==> config.mk <==
export PLATFORM = sky130hd
export DESIGN_NAME = csr_encoder
export DESIGN_NICKNAME = d
export VERILOG_FILES = /design/src/rtl/csr_encoder.sv
export SDC_FILE = /design/constraint.sdc
export NUM_CORES = 1
export LEC_CHECK = 0
export BUFFER_PORTS_ARGS = -buffer_cell sky130_fd_sc_hd__buf_2
export CORE_ASPECT_RATIO = 0.5
export CORE_MARGIN = 2
export CORE_UTILIZATION = 55
export DETAILED_ROUTE_END_ITERATION = 6
export GPL_TIMING_DRIVEN = 0
export PLACE_DENSITY = 0.91
export SYNTH_ARGS = -nofsm -noshare
export SYNTH_HDL_FRONTEND = slang
export SYNTH_SLANG_ARGS = --single-unit
==> constraint.sdc <==
create_clock -name clk -period 6.4 [get_ports clk]
set_clock_uncertainty 0.1 [all_clocks]
set_input_delay 1.28 -clock clk [delete_from_list [all_inputs] [get_ports clk]]
set_output_delay 1.28 -clock clk [all_outputs]
set_load 0.02 [all_outputs]
==> src/rtl/csr_encoder.sv <==
// Streams a dense row-major matrix and emits its CSR form: a value/column store
// write per nonzero and a row-pointer write per completed row, all one cycle after the transfer.
module csr_encoder #(
  parameter int ROWS   = 560,
  parameter int COLS   = 1120,
  parameter int NNZ_AW = 14,
  parameter int ROW_AW = 10
) (
  input  logic              clk,
  input  logic              rst,
  input  logic              start,
  input  logic [31:0]       in_data,
  input  logic              in_valid,
  output logic              in_ready,
  output logic              sp_we,
  output logic [NNZ_AW-1:0] sp_addr,
  output logic [31:0]       sp_data,
  output logic [31:0]       col_data,
  output logic              row_we,
  output logic [ROW_AW-1:0] row_addr,
  output logic [31:0]       row_data,
  output logic [NNZ_AW:0]   nnz_count,
  output logic              done,
  output logic              overflow
);

  localparam int CW = (COLS > 1) ? $clog2(COLS) : 1;
  localparam logic [CW-1:0]     COL_LAST = CW'(COLS - 1);
  localparam logic [CW-1:0]     COL_ONE  = CW'(1);
  localparam logic [ROW_AW-1:0] ROW_LAST = ROW_AW'(ROWS - 1);
  localparam logic [ROW_AW-1:0] ROW_ONE  = ROW_AW'(1);

  typedef enum logic [1:0] {
    IDLE = 2'd0,
    RUN  = 2'd1,
    DONE = 2'd2
  } state_t;

  state_t            state_r;
  state_t            state_s;
  logic [CW-1:0]     col_r;
  logic [ROW_AW-1:0] row_r;
  logic [NNZ_AW:0]   nnz_r;
  logic              overflow_r;
  logic              first_r;

  logic              launch_s;
  logic              accept_s;
  logic              nonzero_s;
  logic              store_s;
  logic              drop_s;
  logic              col_last_s;
  logic [NNZ_AW:0]   nnz_next_s;

  // State register
  always_ff @(posedge clk or negedge rst) begin
    if (!rst) begin
      state_r <= IDLE;
    end else begin
      state_r <= state_s;
    end
  end

  // Next-state decode
  always_comb begin
    state_s = state_r;
    case (state_r)
      IDLE: begin
        if (start) state_s = RUN;
        else       state_s = IDLE;
      end
      RUN: begin
        if (accept_s && col_last_s && (row_r == ROW_LAST)) state_s = DONE;
        else                                               state_s = RUN;
      end
      DONE: begin
        if (start) state_s = RUN;
        else       state_s = DONE;
      end
      default: state_s = IDLE;
    endcase
  end

  // State-decoded outputs; first_r blocks input while the row-0 pointer is written
  always_comb begin
    in_ready = 1'b0;
    done     = 1'b0;
    case (state_r)
      RUN:     in_ready = !first_r;
      DONE:    done     = 1'b1;
      default: begin
        in_ready = 1'b0;
        done     = 1'b0;
      end
    endcase
  end

  assign launch_s   = start && (state_r != RUN);
  assign accept_s   = in_valid && in_ready;
  assign nonzero_s  = (in_data != 32'd0);
  // Top bit of the count set means the store is full
  assign store_s    = accept_s && nonzero_s && !nnz_r[NNZ_AW];
  assign drop_s     = accept_s && nonzero_s && nnz_r[NNZ_AW];
  assign nnz_next_s = nnz_r + {{NNZ_AW{1'b0}}, store_s};
  assign col_last_s = (col_r == COL_LAST);

  // Counters and registered store write ports
  always_ff @(posedge clk or negedge rst) begin
    if (!rst) begin
      col_r      <= '0;
      row_r      <= '0;
      nnz_r      <= '0;
      overflow_r <= 1'b0;
      first_r    <= 1'b0;
      sp_we      <= 1'b0;
      sp_addr    <= '0;
      sp_data    <= 32'd0;
      col_data   <= 32'd0;
      row_we     <= 1'b0;
      row_addr   <= '0;
      row_data   <= 32'd0;
    end else begin
      sp_we   <= 1'b0;
      row_we  <= 1'b0;
      first_r <= 1'b0;
      if (launch_s) begin
        col_r      <= '0;
        row_r      <= '0;
        nnz_r      <= '0;
        overflow_r <= 1'b0;
        first_r    <= 1'b1;
        row_we     <= 1'b1;
        row_addr   <= '0;
        row_data   <= 32'd0;
      end else if (accept_s) begin
        nnz_r <= nnz_next_s;
        if (store_s) begin
          sp_we    <= 1'b1;
          sp_addr  <= nnz_r[NNZ_AW-1:0];
          sp_data  <= in_data;
          col_data <= {{(32-CW){1'b0}}, col_r};
        end else if (drop_s) begin
          overflow_r <= 1'b1;
        end else begin
          overflow_r <= overflow_r;
        end
        if (col_last_s) begin
          col_r    <= '0;
          row_r    <= row_r + ROW_ONE;
          row_we   <= 1'b1;
          row_addr <= row_r + ROW_ONE;
          row_data <= {{(31-NNZ_AW){1'b0}}, nnz_next_s};
        end else begin
          col_r <= col_r + COL_ONE;
        end
      end else begin
        nnz_r <= nnz_r;
      end
    end
  end

  assign nnz_count = nnz_r;
  assign overflow  = overflow_r;

endmodule

==> results of run 1 <==
==> sequential cells by signal, indices dropped and copies added, names as in the netlist <==
register	flops
col_data	11
col_r	11
first_r	1
nnz_count	15
overflow	1
row_data	15
row_r	10
row_we	1
sp_addr	14
sp_data	32
sp_we	1
state_r	2
==> worst max path at each step <==
stage / endpoint / depth (start not counted) / slack [ns] / from
after floorplan: nnz_count[10]$_DFFE_PN0P_ / 13 / 2.79 / in_data[24]
after global placement: nnz_count[10]$_DFFE_PN0P_ / 14 / 2.25 / in_data[1]
after detailed placement: nnz_count[10]$_DFFE_PN0P_ / 14 / 2.11 / in_data[1]
after CTS: nnz_count[10]$_DFFE_PN0P_ / 14 / 2.40 / in_data[1]
after global routing: nnz_count[10]$_DFFE_PN0P_ / 14 / 2.10 / in_data[1]
final: nnz_count[10]$_DFFE_PN0P_ / 14 / 2.38 / in_data[1]
==> through the flow <==
step / instances / hold slack (ns) / util [%] / instance area [sq um]
after floorplan: 510 / 0.401 / - / 5460
after global placement: 782 / 0.372 / 67.0 / 6310
after detailed placement: 783 / 0.380 / 67.4 / 6340
after CTS: 813 / 0.393 / 73.3 / 6900
after global routing: 813 / 0.405 / 73.3 / 6900
final: 813 / 0.389 / 73.3 / 6900
==> final cells by class <==
type | instances | area, sq um
inverters | 10 | 37.5
multi-input cells | 325 | 2180
well taps | 135 | 169
repair buffers | 138 | 716
plain buffers | 61 | 392
clock inverters | 6 | 80.1
fillers | 602 | 2510
flip-flops and latches | 114 | 2850
clock buffers | 24 | 482
==> cells in the final DEF (no fill, tap or decap), types with 11 or more instances in the layout <==
| master | instances |
|---|---|
| buf_2 | 146 |
| nor2_1 | 19 |
| nand4_1 | 13 |
| clkbuf_1 | 14 |
| buf_4 | 41 |
| nand3_1 | 19 |
| conb_1 | 38 |
| mux2_2 | 50 |
| or3_1 | 11 |
| or4_1 | 11 |
| a21oi_1 | 33 |
| dfrtp_1 | 114 |
| xor2_1 | 12 |
| clkbuf_16 | 17 |
| o21ai_0 | 15 |
| nand2_1 | 25 |
==> power by group through the flow <==
stage	logic, mW	registers, mW	clock network, mW
floorplan	0.151	0.934	0
CTS	0.353	0.860	0.909
global route	0.381	0.873	0.947
global placement	0.336	0.867	0
finish	0.353	0.862	0.906
detailed placement	0.348	0.872	0
==> cell families after synthesis <==
logic type | count (synthesis) | share of synthesized area [%]
AO/OA/AOI/OAI | 79 | 8.77
XOR/XNOR | 17 | 2.80
adder cells (fa/ha/maj) | 4 | 0.941
buffers and inverters | 71 | 8.07
flip-flops | 114 | 53.6
multiplexers | 58 | 12.3
other | 1 | 0.0705
AND/OR/NAND/NOR | 129 | 13.4
==> layer usage <==
layer | up-vias | share of wire [%] | wire length [um] | track usage (%)
met5 | - | 0 | 0 | 0
met4 | 0 | 3.1 | 430 | 15.2
met3 | 48 | 8.5 | 1180 | 8.54
met2 | 248 | 49 | 6840 | 47.5
met1 | 2176 | 39 | 5450 | 32.0
li1 | 2023 | - | - | -
==> impl_results.md, run 1 <==
* Initial antenna violation count at 0
* Fin. Hold Viols at 0
* Syn. warnings at 0
* Synth Area per Inst at 11.2 sq um
* Initial Util at 56.5%
* Hold Buf Count CTS at 0
* Hold path depth at 1
* Vias at 4495
* Register share of total power at 40.6%
* WP buf/inv at 5
* I/O pin count at 176
* Crit. End Element: flop
* DIE HEIGHT at 73.5 um
* Worst setup SP type: input pin
* Clock tree buffer depth at 2
* Worst Reg2Reg Path Length in Cells at 13
* Post-DP HPWL at 9260 um
* Vias in the first global route at 4513
* Reg-to-reg slack, setup at 2.89 ns
* CP max stage delay at 0.36 ns
* Core area at 9420 sq um
* # nets final at 707
* Maximum clock rate at 249 MHz
* Critical path peak fanout at 10
* CTS clk-pin slew, worst paths at 0.05 ns
* H-tree levels at 4
* WL/cell at 17.1 um
* Largest net degree at the start of global routing at 65
* Post-CTS setup buffers at 0
* Via density per instance at 5.53
* Hold EP: sp_addr[11]$_DFFE_PN0P_
* Combinational share of power at 16.7%
* Sequential-to-total area share from yosys stat at 53.6%
* Row count at 25
* Yosys top cell by area: dfrtp_1
* Sw power at 0.591 mW
* Routed wire length at 13900 um
* TritonCTS Buffers at 17
* Status: completed
* Crit path kind: input pin to flop
* CP max stage cell: nor4_1
* Ys async rst share at 100%
* RePlAce Congestion at 0.895
* Slew @ Worst Pin at 0.831 ns
* RSZ-0062 raised after global routing: no
* Pre-CTS setup slack at 2.11 ns
* Total of max-cap violations at 0
* Post-route minimum period at 4.02 ns
* DRC viols at 0
* Synth-to-layout area growth at 29.8%
* Worst vdd ir at 0.000249 V
* Initial drt markers at 471
* Gate Count Post-Synth at 473
* Worst hold path type: flop to flop
* Internal Power at 1.53 mW
* Critical path required time at 6.58 ns
* Count leader, synth: dfrtp_1
* Kind of cell adding the most delay to the critical path: simple AND/OR/NAND/NOR gates
* Number of flops mapped to enable cells by yosys at 0
* Fin. max-slew vios at 0
* Clock Sinks at 114
* Diodes inserted at 0
* Worst endpoint data arrival time at 4.20 ns
* Hold Path Origin: sp_addr[11]$_DFFE_PN0P_
* IO Port Bufs at 137
* Post_cts resized at 0
* Die area at 10500 sq um
* Area contributors post-synth: dfrtp_1 (54%), mux2_2 (11%), buf_4 (5.6%), a21oi_1 (3.1%), xor2_1 (2.0%)
* Synth Cell Area at 5320 sq um
* Synth top cells by count: dfrtp_1 (114), mux2_2 (50), buf_4 (40), a21oi_1 (33), nand2_1 (25)
* Overall power at 2.12 mW
* Die Span X at 143 um
* Worst path cell trace: buf_2 > nor4_1 > nand4_1 > o21ai_1 > buf_4 > buf_4 > inv_1 > ha_1 > ha_1 > and3_1 > buf_2 > nand4_1 > xor2_1 > nor2_1
* Layout cells sized above 1 at 39.2%
* Clk root buf: clkbuf_16
* First-pass GRT wire length at 22100 um
* Setup TNS at 0 ns
* Tot GR Track Use at 27.8%
* Final WS setup at 2.38 ns
* Clock latency on the worst-skew pair at 0.41 ns
* Final setup viols at 0
* TritonCTS clock tree: built
* Worst slew margin at 44.6%
* Period utilisation layout at 62.8%
* R2R Path Start: first_r$_DFF_PN0_
* Flops & latches, synth at 114
* DRT antenna net count at 0
* Reg2reg end: nnz_count[14]$_DFFE_PN0P_
* TritonRoute pass-1 iters at 6
* Leak at 3.51 nW
* Yosys cell types at 41
* Synth top area share at 53.6%
* Switching share of power at 27.9%
* Clock network power share at 42.7%
* Most used flip-flop cell after synthesis: dfrtp_1
* Power per cell area at 307 nW/um^2
* Remaining Overflow, GRT at 0
Power figures use the tool's default switching activity.
==> inputs of run 2 (changes only) <==
--- a/config.mk
+++ b/config.mk
@@ -8,10 +8,10 @@
 export BUFFER_PORTS_ARGS = -buffer_cell sky130_fd_sc_hd__buf_2
 export CORE_ASPECT_RATIO = 0.5
 export CORE_MARGIN = 2
-export CORE_UTILIZATION = 55
+export CORE_UTILIZATION = 46
 export DETAILED_ROUTE_END_ITERATION = 6
 export GPL_TIMING_DRIVEN = 0
-export PLACE_DENSITY = 0.91
+export PLACE_DENSITY = 0.82
 export SYNTH_ARGS = -nofsm -noshare
 export SYNTH_HDL_FRONTEND = slang
 export SYNTH_SLANG_ARGS = --single-unit
==> constraint.sdc (replaced) <==
create_clock -name clk -period 3.6 [get_ports clk]
set_clock_uncertainty 0.1 [all_clocks]
set_input_delay 0.72 -clock clk [delete_from_list [all_inputs] [get_ports clk]]
set_output_delay 0.72 -clock clk [all_outputs]
set_load 0.02 [all_outputs]
==> impl_results.md, run 2 (synthesis results as in run 1) <==
* Critical path peak fanout at 10 (unchanged)
* # nets final at 707 (unchanged)
* Tot GR Track Use at 22.2% (-5.6 points)
* Critical path required time at 3.85 ns (-2.73 ns)
* Leak at 3.52 nW (+0.31%)
* R2R Path Start: state_r[1]$_DFF_PN0_
* Post-CTS setup buffers at 0 (unchanged)
* Clk root buf: clkbuf_16
* First-pass GRT wire length at 21200 um (-3.9%)
* Die Span X at 156 um (+9.1%)
* Crit path kind: flop to flop
* Slew @ Worst Pin at 0.708 ns (-0.123 ns)
* Crit. End Element: flop
* Clock latency on the worst-skew pair at 0.41 ns (about the same)
* DP Area at 6350 sq um (+0.20%)
* Number of flip-flops under the largest register name at 32 (unchanged)
* RSZ-0062 raised after global routing: no
* Fin. max-slew vios at 0 (unchanged)
* Worst setup startpoint: state_r[1]$_DFF_PN0_
* Hold Buf Count CTS at 0 (unchanged)
* Worst endpoint data arrival time at 3.61 ns (-0.59 ns)
* CTS clk-pin slew, worst paths at 0.05 ns (about the same)
* Maximum clock rate at 297 MHz
* Worst Reg2Reg Path Length in Cells at 13 (unchanged)
* Clock Sinks at 114 (unchanged)
* Worst slew margin at 52.8% (+8.2 points)
* Power per cell area at 543 nW/um^2 (+77%)
* Via density per instance at 5.29 (-4.3%)
* Worst Setup EP: nnz_count[14]$_DFFE_PN0P_
* Vias at 4359 (-3.0%)
* WL/cell at 16.0 um (-6.1%)
* Post-route cell area at 6940 sq um (+0.47%)
* TritonCTS clock tree: built
* DRT antenna net count at 0 (unchanged)
* RePlAce Congestion at 0.851 (-4.8%)
* Status: completed
* Inst Count DP at 793 (+1.3%)
* Reg2reg end: nnz_count[14]$_DFFE_PN0P_
* Vias in the first global route at 4246 (-5.9%)
* Final setup viols at 0 (unchanged)
* Worst hold path type: input pin to asynchronous set/reset pin
* DIE HEIGHT at 80.0 um (+8.8%)
* Most flop-heavy register: sp_data
* Synth-to-layout area growth at 30.4%
* Fin. Hold Viols at 0 (unchanged)
* Post-DP HPWL at 9340 um (+0.85%)
* Period utilisation layout at 93.4%
* Initial drt markers at 275 (-42%)
* Largest net degree at the start of global routing at 62 (-4.6%)
* Most common library cell in the layout ignoring fill and taps: buf_2
* Reg-to-reg slack, setup at 0.24 ns (-2.65 ns)
* Most frequent cells in the layout: buf_2 (146), dfrtp_1 (114), mux2_2 (50), buf_4 (41), conb_1 (38)
* DRC viols at 0 (unchanged)
* Remaining Overflow, GRT at 0 (unchanged)
* Diodes inserted at 0 (unchanged)
* TritonCTS Buffers at 17 (unchanged)
* Die area at 12500 sq um (+19%)
* # fillers at 892 (+48%)
* Core area at 11100 sq um (+18%)
* Final WS setup at 0.237 ns (-2.14 ns)
* Setup TNS at 0 ns (unchanged)
* Worst vdd ir at 0.000398 V (+60%)
* TritonRoute pass-1 iters at 5 (-1)
* H-tree levels at 4 (unchanged)
* Initial antenna violation count at 0 (unchanged)
* Clock tree buffer depth at 2 (unchanged)
* Routed wire length at 13200 um (-4.9%)
* Total of max-cap violations at 0 (unchanged)
* Initial Util at 47.9% (-8.6 points)
* Worst setup SP type: flop
* Post_cts resized at 0 (unchanged)
* Final cell count without fillers at 824 (+1.4%)
* Pre-CTS setup slack at -0.193 ns (-2.30 ns)
* Row count at 27 (+8.0%)
* I/O pin count at 176 (unchanged)
* Layout cells sized above 1 at 39.6% (+0.38 points)
* IO Port Bufs at 137 (unchanged)
* Post-route minimum period at 3.36 ns
run 2: metal layers:
layer | track usage, % | routed length [um] | vias to the layer above
met5 | 0 | 0 | -
met4 | 8.53 | 225 | 0
met3 | 6.84 | 1080 | 20
met2 | 36.9 | 6470 | 217
met1 | 27.5 | 5440 | 2097
li1 | - | - | 2025
run 2: final cells by class:
cell class	instances	area, sq um	share of cell area [%]
multi-input combinational	325	2180	31.4
inverter	10	37.5	0.541
buffer	61	392	5.65
sequential	114	2850	41.1
tap	145	181	2.62
clock buffer	27	533	7.68
clock inverter	4	45.0	0.649
timing repair buffer	138	716	10.3
run 2: worst min-delay path by stage:
stage	from	end	slack, ns	depth (start not counted)
6_report	rst	row_r[7]$_DFFE_PN0P_	0.26	1
3_5_place_dp	sp_addr[11]$_DFFE_PN0P_	sp_addr[11]$_DFFE_PN0P_	0.38	1
2_1_floorplan	rst	col_data[0]$_DFFE_PN0P_	0.32	0
5_1_grt	rst	row_r[7]$_DFFE_PN0P_	0.32	1
3_3_place_gp	sp_addr[10]$_DFFE_PN0P_	sp_addr[10]$_DFFE_PN0P_	0.37	1
4_1_cts	rst	row_r[7]$_DFFE_PN0P_	0.28	1
run 2: metrics by stage:
stage | util, % | power, mW | hold slack (ns)
2_1_floorplan | - | 1.93 | 0.324
3_3_place_gp | 56.9 | 2.13 | 0.371
3_5_place_dp | 57.2 | 2.16 | 0.378
4_1_cts | 62.4 | 3.80 | 0.276
5_1_grt | 62.4 | 3.92 | 0.323
6_report | 62.4 | 3.77 | 0.257
run 2: critical path, stage by stage (launching register included):
cell and delay (ns):
dfrtp_1 0.40, nand4bb_1 0.38, nor2_1 0.21, o21ai_2 0.10, buf_4 0.19, buf_4 0.20
inv_1 0.07, ha_1 0.18, ha_1 0.21, and3_1 0.19, buf_2 0.22, nand4_1 0.24
or4_1 0.52, nand2_1 0.08
run 2: where the power goes:
group	internal [mW]	total, mW	switching [mW]
Sequential	1.41	1.53	0.112
Combinational	0.246	0.613	0.367
Clock	1.07	1.63	0.559
Total	2.73	3.77	1.04
==> inputs of run 3 (changes only) <==
--- a/config.mk
+++ b/config.mk
@@ -5,10 +5,11 @@
 export SDC_FILE = /design/constraint.sdc
 export NUM_CORES = 1
 export LEC_CHECK = 0
+export ABC_AREA = 1
 export BUFFER_PORTS_ARGS = -buffer_cell sky130_fd_sc_hd__buf_2
 export CORE_ASPECT_RATIO = 0.5
 export CORE_MARGIN = 2
-export CORE_UTILIZATION = 46
+export CORE_UTILIZATION = 47
 export DETAILED_ROUTE_END_ITERATION = 6
 export GPL_TIMING_DRIVEN = 0
 export PLACE_DENSITY = 0.82
==> impl_results.md, run 3 <==
* CTS clk-pin slew, worst paths at 0.05 ns (about the same)
* Layout cells sized above 1 at 27.3% (-12 points)
* Die Span X at 161 um (+3.1%)
* Synth Area in Compound Gates at 5.30% (-3.5 points)
* Register share of total power at 38.1% (-2.4 points)
* TritonRoute pass-1 iters at 5 (unchanged)
* Maximum clock rate at 332 MHz (+12%)
* Combinational share of power at 30.4% (+14 points)
* Sequential-to-total area share from yosys stat at 49.3% (-4.3 points)
* Synth Area per Inst at 8.19 sq um (-27%)
* WL/cell at 14.4 um (-10%)
* Clock latency on the worst-skew pair at 0.41 ns (about the same)
* Yosys top cell by area: dfrtp_1
* Synth Cell Area at 5780 sq um (+8.8%)
* # fillers at 1097 (+23%)
* Worst setup SP type: flop
* Clock Sinks at 114 (unchanged)
* Area contributors post-synth: dfrtp_1 (49%), nand2_1 (15%), nand4_1 (7.7%), buf_4 (5.2%), inv_1 (3.7%)
* Worst vdd ir at 0.000313 V (-21%)
* Total of max-cap violations at 0 (unchanged)
* I/O pin count at 176 (unchanged)
* Clock tree buffer depth at 2 (unchanged)
* Initial Util at 48.6% (+0.71 points)
* Post-synthesis mux area share at 0% (-12 points)
* Count leader, synth: nand2_1
* Number of flops mapped to enable cells by yosys at 0 (unchanged)
* Post-DP HPWL at 11300 um (+21%)
* Hold Buf Count CTS at 0 (unchanged)
* Ys async rst share at 100% (unchanged)
* Vias at 5391 (+24%)
* Row count at 28 (+3.7%)
* Largest net degree at the start of global routing at 75 (+21%)
* Critical path peak fanout at 10 (unchanged)
* Sw power at 1.78 mW (+72%)
* Post_cts resized at 0 (unchanged)
* TritonCTS clock tree: built
* Via density per instance at 5.01 (-5.3%)
* Crit path kind: flop to flop
* Status: completed
* Post-route minimum period at 3.01 ns (-0.350 ns)
* Worst slew margin at 63.3% (+11 points)
* Gate Count Post-Synth at 706 (+49%)
* Switching share of power at 37.2% (+9.7 points)
* Simple-gate share of the synthesized area at 31.3% (+18 points)
* DRT antenna net count at 0 (unchanged)
* Crit. End Element: flop
* Vias in the first global route at 4851 (+14%)
* Fin. max-slew vios at 0 (unchanged)
* Most frequent cells in the layout: nand2_1 (225), buf_2 (151), dfrtp_1 (114), nand4_1 (71), inv_1 (57)
* Clk root buf: clkbuf_16
* DRC viols at 0 (unchanged)
* Final cell count without fillers at 1076 (+31%)
* Inst Count DP at 1046 (+32%)
* RSZ-0062 raised after global routing: no
* Most common library cell in the layout ignoring fill and taps: nand2_1
* Worst hold path type: input pin to asynchronous set/reset pin
* Most used flip-flop cell after synthesis: dfrtp_1
* Initial drt markers at 397 (+44%)
* Period utilisation layout at 83.7% (-9.7 points)
* Worst endpoint data arrival time at 3.24 ns (-0.37 ns)
* Diodes inserted at 0 (unchanged)
* Number of flip-flops under the largest register name at 32 (unchanged)
* DIE HEIGHT at 82.4 um (+3.0%)
* Post-synthesis adder-cell area fraction at 0.865% (-0.076 points)
* DP Area at 6850 sq um (+7.8%)
* Most flop-heavy register: sp_data
* RePlAce Congestion at 0.901 (+5.8%)
* Leak at 4.16 nW (+18%)
* H-tree levels at 4 (unchanged)
* Slew @ Worst Pin at 0.550 ns (-0.158 ns)
* Power per cell area at 649 nW/um^2 (+20%)
* Flops & latches, synth at 114 (unchanged)
* Post-route cell area at 7380 sq um (+6.4%)
* Routed wire length at 15500 um (+17%)
* Synth top cells by count: nand2_1 (225), dfrtp_1 (114), nand4_1 (71), inv_1 (57), nor2_1 (45)
* Clock network power share at 31.5% (-12 points)
* Final setup viols at 0 (unchanged)
* Post-CTS setup buffers at 0 (unchanged)
* Critical path required time at 3.82 ns (-0.03 ns)
* Internal Power at 3.01 mW (+10%)
* IO Port Bufs at 137 (unchanged)
* Largest family of logic cells by synthesized area: simple AND/OR/NAND/NOR gates
* First-pass GRT wire length at 24400 um (+15%)
* Initial antenna violation count at 0 (unchanged)
* Syn. warnings at 0 (unchanged)
* TritonCTS Buffers at 17 (unchanged)
* Fin. Hold Viols at 0 (unchanged)
* Remaining Overflow, GRT at 0 (unchanged)
* Yosys cell types at 34 (-17%)
* Setup TNS at 0 ns (unchanged)
* Finished Core Util at 62.0% (-0.45 points)
* Overall power at 4.79 mW (+27%)
* Synth top area share at 49.3% (-4.3 points)
* # nets final at 940 (+33%)
* Die area at 13300 sq um (+6.2%)
* Tot GR Track Use at 23.9% (+1.6 points)
* Core area at 11900 sq um (+7.2%)
* Synth-to-layout area growth at 27.6%
* Synth Area in XOR/XNOR at 0.757% (-2.0 points)
[run 3: per-layer routing]
| layer | part of all wire (%) | track usage [%] | vias up | wire length [um] |
|---|---|---|---|---|
| li1 | - | - | 2628 | - |
| met1 | 44 | 31.6 | 2542 | 6800 |
| met2 | 47 | 39.8 | 201 | 7280 |
| met3 | 7.7 | 5.39 | 20 | 1200 |
| met4 | 1.4 | 7.77 | 0 | 222 |
| met5 | 0 | 0 | - | 0 |
[run 3: worst paths after layout]
kind                       cells after the start                         to  slack, ns                    from
max                                           18  nnz_count[14]$_DFFE_PN0P_       0.59    state_r[1]$_DFF_PN0_
min                                            1       row_r[2]$_DFFE_PN0P_       0.13                     rst
max reg2reg                                   18  nnz_count[14]$_DFFE_PN0P_       0.59    state_r[1]$_DFF_PN0_
min reg2reg                                    2     sp_addr[5]$_DFFE_PN0P_       0.36  sp_addr[5]$_DFFE_PN0P_
max in group asynchronous                      2     sp_data[4]$_DFFE_PN0P_       2.59                     rst
min in group clk                               2     sp_addr[5]$_DFFE_PN0P_       0.36  sp_addr[5]$_DFFE_PN0P_
[run 3: final cells by class]
class | instances | area (sq um) | share of cell area, %
Clock inverter | 6 | 30.0 | 0.407
Clock buffer | 24 | 502 | 6.80
Timing Repair Buffer | 138 | 719 | 9.75
Buffer | 72 | 480 | 6.51
Multi-Input combinational cell | 496 | 2360 | 31.9
Inverter | 61 | 234 | 3.17
Sequential cell | 114 | 2850 | 38.7
Tap cell | 165 | 206 | 2.80
[run 3: through the flow]
step | hold slack, ns | worst slack (ns)
after floorplan | 0.324 | 0.802
after global placement | 0.349 | 0.269
after detailed placement | 0.354 | 0.251
after CTS | 0.143 | 0.631
after global routing | 0.152 | 0.291
final | 0.134 | 0.588
[run 3: kinds of logic (layout without fill, tap and decap cells)]
group                      Yosys count  after routing
and+or+nand+nor                    394            394
buffers and inverters              133            301
DFF                                114            114
AOI/OAI and AO/OA                   55             55
xor gates and xnor gates             5              5
adders and majority gates            4              4
other                                1             38
[run 3: worst max-delay path: stages (launching register included)]
cell	delay, ns
dfrtp_1	0.36
inv_1	0.08
nand2_2	0.08
nor3_4	0.17
buf_4	0.23
nand3_2	0.14
buf_2	0.22
buf_6	0.16
inv_1	0.05
ha_1	0.16
ha_1	0.17
nand2_1	0.09
nor2_1	0.15
inv_1	0.08
nor2_1	0.22
nand2_1	0.08
nand2_1	0.06
nand3_1	0.14
o21ai_0	0.17
[run 3: power groups by stage]
stage,registers (mW),logic (mW),clock network (mW)
CTS,1.82,1.46,1.53
floorplan,2.14,0.600,0
detailed placement,1.84,1.45,0
global placement,1.82,1.42,0
finish,1.83,1.46,1.51
global route,1.86,1.60,1.58
